[config.mk]
export PLATFORM = sky130hd
export DESIGN_NAME = pc_sequencer
export DESIGN_NICKNAME = d
export VERILOG_FILES = /design/src/rtl/pc_sequencer.sv
export SDC_FILE = /design/constraint.sdc
export NUM_CORES = 1
export LEC_CHECK = 0
export CAP_MARGIN = 5
export CORE_MARGIN = 10
export CORE_UTILIZATION = 45
export CTS_CLUSTER_SIZE = 25
export DETAILED_ROUTE_END_ITERATION = 12
export HOLD_SLACK_MARGIN = 0.03
export PLACE_DENSITY = 0.81
export REMOVE_ABC_BUFFERS = 1
export SYNTH_ARGS = -nofsm -noshare
export SYNTH_HDL_FRONTEND = slang
export SYNTH_SLANG_ARGS = --single-unit
[constraint.sdc]
create_clock -name clk -period 1.97 [get_ports clk]
set_input_delay 0.394 -clock clk [delete_from_list [all_inputs] [get_ports clk]]
set_output_delay 0.394 -clock clk [all_outputs]
set_load 0.03 [all_outputs]
[src/rtl/pc_sequencer.sv]
// rtl/pc_sequencer.sv - two-phase fetch/execute sequencer with halt/single-step debug
// Optional return stack enabled by defining SEQ_CALL_STACK_EN.
module pc_sequencer #(
  parameter int PC_WIDTH    = 6,
  parameter int STACK_DEPTH = 4
) (
  input  logic                clk,
  input  logic                rst,
  input  logic [PC_WIDTH:0]   ControlPC,
  input  logic                Call,
  input  logic                Ret,
  input  logic                HaltReq,
  input  logic                StepReq,
  output logic [PC_WIDTH-1:0] PC,
  output logic                Fetch_CE,
  output logic                Exec_CE,
  output logic                Halted,
  output logic                StepDone,
  output logic                StackErr
);

  localparam logic [1:0] S_IDLE  = 2'd0;
  localparam logic [1:0] S_FETCH = 2'd1;
  localparam logic [1:0] S_EXEC  = 2'd2;
  localparam logic [1:0] S_HALT  = 2'd3;

  logic [1:0]          state_q, state_d;
  logic [PC_WIDTH-1:0] pc_q, pc_d;
  logic                step_q, step_d;
  logic                step_done_q, step_done_d;
  logic                step_prev_q, step_prev_d;

  logic                jump_flag;
  logic [PC_WIDTH-1:0] jump_target;
  logic [PC_WIDTH-1:0] pc_inc;
  logic [PC_WIDTH-1:0] exec_pc;
  logic                step_rise;

  assign jump_flag   = ControlPC[PC_WIDTH];
  assign jump_target = ControlPC[PC_WIDTH-1:0];
  assign pc_inc      = pc_q + PC_WIDTH'(1);
  // A held StepReq only counts once; a level that was already high before HALT never steps.
  assign step_rise   = StepReq & ~step_prev_q;
  assign step_prev_d = StepReq;

`ifdef SEQ_CALL_STACK_EN
  localparam int SP_W  = $clog2(STACK_DEPTH + 1);
  localparam int IDX_W = (STACK_DEPTH > 1) ? $clog2(STACK_DEPTH) : 1;
  localparam logic [SP_W-1:0] SP_FULL = SP_W'(STACK_DEPTH);

  logic [SP_W-1:0]     sp_q, sp_d;
  logic                err_q, err_d;
  logic [PC_WIDTH-1:0] stack_q [STACK_DEPTH];
  logic [PC_WIDTH-1:0] stack_d [STACK_DEPTH];
  logic [IDX_W-1:0]    top_idx;
  logic [IDX_W-1:0]    push_idx;

  assign top_idx  = IDX_W'(sp_q - SP_W'(1));
  assign push_idx = IDX_W'(sp_q);

  always_comb begin
    sp_d    = sp_q;
    err_d   = err_q;
    stack_d = stack_q;
    exec_pc = pc_inc;
    if (state_q == S_EXEC) begin
      if (Ret) begin
        // Ret outranks Call; an empty pop falls through to PC+1 and flags the error.
        if (sp_q == '0) begin
          err_d = 1'b1;
        end else begin
          exec_pc = stack_q[top_idx];
          sp_d    = sp_q - SP_W'(1);
        end
      end else if (Call) begin
        exec_pc = jump_target;
        if (sp_q == SP_FULL) begin
          err_d = 1'b1;
        end else begin
          stack_d[push_idx] = pc_inc;
          sp_d              = sp_q + SP_W'(1);
        end
      end else if (jump_flag) begin
        exec_pc = jump_target;
      end
    end
  end

  always_ff @(posedge clk) begin
    if (rst) begin
      sp_q  <= '0;
      err_q <= 1'b0;
      for (int i = 0; i < STACK_DEPTH; i++) begin
        stack_q[i] <= '0;
      end
    end else begin
      sp_q    <= sp_d;
      err_q   <= err_d;
      stack_q <= stack_d;
    end
  end

  assign StackErr = err_q;
`else
  logic unused_ok;

  assign exec_pc   = jump_flag ? jump_target : pc_inc;
  assign StackErr  = 1'b0;
  assign unused_ok = &{1'b0, Call, Ret, (STACK_DEPTH > 0)};
`endif

  always_comb begin
    state_d     = state_q;
    pc_d        = pc_q;
    step_d      = step_q;
    step_done_d = 1'b0;
    case (state_q)
      S_IDLE:  state_d = S_FETCH;
      S_FETCH: state_d = S_EXEC;
      S_EXEC: begin
        pc_d = exec_pc;
        if (HaltReq || step_q) begin
          state_d     = S_HALT;
          step_done_d = step_q;
          step_d      = 1'b0;
        end else begin
          state_d = S_FETCH;
        end
      end
      S_HALT: begin
        if (!HaltReq) begin
          state_d = S_FETCH;
        end else if (step_rise) begin
          state_d = S_FETCH;
          step_d  = 1'b1;
        end
      end
      default: state_d = S_IDLE;
    endcase
  end

  always_ff @(posedge clk) begin
    if (rst) begin
      state_q     <= S_IDLE;
      pc_q        <= '0;
      step_q      <= 1'b0;
      step_done_q <= 1'b0;
      step_prev_q <= 1'b0;
    end else begin
      state_q     <= state_d;
      pc_q        <= pc_d;
      step_q      <= step_d;
      step_done_q <= step_done_d;
      step_prev_q <= step_prev_d;
    end
  end

  assign PC       = pc_q;
  assign Fetch_CE = (state_q == S_FETCH);
  assign Exec_CE  = (state_q == S_EXEC);
  assign Halted   = (state_q == S_HALT);
  assign StepDone = step_done_q;

endmodule

==> metrics.md <==
| Metric | Value |
|---|---|
| Count of antenna-violating nets left after detailed routing | 0 |
| Final Routed Wirelength | 1.47 mm |
| Source-to-sink clock delay at the later pin of the worst-skew pair | 0.27 ns |
| Starting DRT DRC Count | 6 |
| CTS max path bufs | 2 |
| Vias | approximately 580 |
| Data required time of the worst path | between 1.5 and 2 ns |
| Vias in the first global route | 563 |
| Kind of path behind the tightest hold check | flip-flop to flip-flop |
| Layout net count | about 120 |
| Area share of the largest cell type after synthesis | 34.0% |
| Worst path cell trace | clkdlybuf4s50_1 |
| Portion of the clock cycle consumed by the worst path in the final layout | 90.9% |
| Chip height | just under 60 µm |
| Die outline area | roughly 0.0034 mm² |
| Hold buffer count at cts | 0 |
| Area taken by flip-flops and latches | 220 µm² |
| Post-synth EDFFs | 0 |
| Initial antenna violation count | 0 |
| Count of buffers inserted at the top-level ports | 20 |
| Num CTS Buffers | 3 |
| Crit path largest cell delay | 0.71 ns |
| Starting Density | roughly half |
| Leading register cell type out of synthesis | sky130_fd_sc_hd__dfxtp_1 |
| Worst EP arrival | 1.40 ns |
| Cell Area, Placed | around 860 µm² |
| Most common cell after layout, fill and taps aside | sky130_fd_sc_hd__clkdlybuf4s50_1 |
| Growth of design area from synthesis to finish | 37.1% |
| IR Drop Worst-Case VDD | 486 µV |
| Total of warnings raised by yosys | 0 |
| Inserted Diodes | 0 |
| Result of the run | completed |
| Distinct cells, synth | 34 |
| Met3 track demand over resource | between 5 and 6% |
| Synthesized netlist cell count | 73 |
| Number of rows in the core area | 13 |
| Average wire length per cell after detail routing | 13.2 µm |
| Critical path endpoint category | primary output |
| Crit path buf inv count | 1 |
| Number of setup violations in the final report | 0 |
| Root buffer cell | sky130_fd_sc_hd__clkbuf_4 |
| Total number of clock tree sinks | 11 |
| Met1 routing resource usage after global routing | 9.68% |
| Core area | 0.00133 mm² |
| Clock skew | around 0.0081 ns |
| Final min period | 1.79 ns |
| Total count of max-transition violations in the final report | 0 |
| Path type of the worst setup path | flip-flop to primary output |
| Proportion of synthesized flip-flops having asynchronous set or reset | 0% |
| Overall overflow remaining after global route | 0 |
| Via-per-instance ratio | 5.20 |
| Post-CTS Setup Bufs | 0 |
| Detailed-placement wirelength estimate | 1.20 mm |
| Number of max-cap violations | 0 |
| Final Hold Fails | 0 |
| Number of synthesized register bits | 11 |
| Average cell area after synthesis | roughly 9 µm² |
| Number of H-tree branching levels | 1 |
| Global-route wire length before repair | around 2.5 mm |
| # fillers | 124 |
| Sequential-to-total area share from yosys stat | about a third |
| Clock tree from TritonCTS | done |
| Element type at the critical path start | flip-flop |
| Layout cell share with drive strength beyond 1 | 11.5% |
| Multi-input gate area | 380 µm² |
| Floorplan die width | 57.9 µm |
| Peak-usage layer in the global routing report | met2 |
| Setup_tns | 0 ns |
| Critical-path maximum fanout | 7 |
| Top post-synthesis cells by area | sky130_fd_sc_hd__dfxtp_1 34%, sky130_fd_sc_hd__ha_1 9.7%, sky130_fd_sc_hd__o21ai_0 3.9% |
| GP Congestion | 0.717 |
| Area of all placed cells without fillers | 887 µm² |
| Post-synthesis instance area | 647 µm² |
| Slowest stage cell on the critical path | sky130_fd_sc_hd__clkdlybuf4s50_1 |
| Timing-limited maximum frequency | 0.559 GHz |
| Met2 track utilization from global routing | 16.0% |
| I/O pin count | 24 |
| Count of instances resized after the clock tree is built | 1 |
| Pre-Repair DR Iteration Count | 2 |
| Residual DRC | 0 |
| Highest-count cells in the layout ignoring fill and taps | 17 x sky130_fd_sc_hd__clkdlybuf4s50_1, 11 x sky130_fd_sc_hd__dfxtp_1 |
| Post-synth top area cell | sky130_fd_sc_hd__dfxtp_1 |
| Largest net degree at the start of global routing | 12 |
| Kind of cell adding the most delay to the critical path | buffers and inverters |
| RSZ-0062 raised after global routing | no |
| Standby leakage power | 0.000361 µW |
| Total power per unit cell area | roughly 550 mW/mm² |
| Global router's overall resource usage | 9.13% |
| Clock-pin slew on the worst setup and hold paths | 0.07 ns |
through the flow:
step	util (%)	total power, µW	worst slack (ns)	cells	hold slack, ns
floorplan	-	291	0.579	69	0.429
global placement	64.3	340	0.265	107	0.441
detailed placement	64.3	342	0.267	107	0.442
CTS	66.1	495	0.0172	111	0.452
global route	66.5	514	0.125	111	0.475
finish	66.5	486	0.180	111	0.454
routing by layer:
| layer | share of wire (%) | up-vias |
|---|---|---|
| met1 | 44 | 259 |
| met4 | 0 | 0 |
| met2 | 49 | 12 |
| li1 | - | 306 |
| met3 | 7.2 | 0 |
| met5 | 0 | - |
sequential cells by signal (all words and copies together) (netlist names):
signal and cells:
state_q 2, step_q 1, step_prev_q 1, StepDone 1, PC 6
worst reg2reg max path, stage by stage (launching register included):
cell,delay [ns]
sky130_fd_sc_hd__dfxtp_1,0.40
sky130_fd_sc_hd__inv_1,0.06
sky130_fd_sc_hd__ha_1,0.21
sky130_fd_sc_hd__buf_4,0.18
sky130_fd_sc_hd__o21a_1,0.11
sky130_fd_sc_hd__o221ai_1,0.15
sky130_fd_sc_hd__a21oi_1,0.09
area by class of cell:
type | instances | area share (%)
timing repair buffer | 23 | 25.5
inverter | 4 | 1.69
multi-input combinational | 54 | 42.9
tap | 15 | 2.12
clock buffer | 4 | 2.96
sequential | 11 | 24.8
worst paths after layout:
check | slack (ns) | to | cells after the start | startpoint
worst max-delay path | 0.18 | PC[3] | 1 | PC[3]$_SDFFE_PP0N_
worst min-delay path | 0.45 | StepDone$_SDFF_PP0_ | 2 | step_q$_SDFFE_PP0P_
worst max register to register | 0.66 | state_q[1]$_SDFFE_PP0P_ | 6 | state_q[0]$_SDFFE_PP0P_
worst min register to register | 0.45 | StepDone$_SDFF_PP0_ | 2 | step_q$_SDFFE_PP0P_
cell families (layout without fill, tap and decap cells):
group / Yosys count / count (layout) / synth area share [%]
simple gates: 25 / 25 / 22.6
other cells: 1 / 1 / 0.580
buf+inv: 8 / 31 / 7.15
fa+ha+maj: 5 / 5 / 9.67
flops: 11 / 11 / 34.0
compound gates: 22 / 22 / 24.4
mux: 1 / 1 / 1.55
synth_stat cells (all sizes together) (4+ instances only):
master / n
ha: 5
a21oi: 4
buf: 4
dfxtp: 11
nor2: 5
nor2b: 4
o21ai: 6
inv: 4
nand2: 5
where the power goes:
part           internal (µW)  switching (µW)
clock network           78.3            72.6
logic                   49.3            48.3
registers                230            8.21
(Power assumes the default switching activity.)
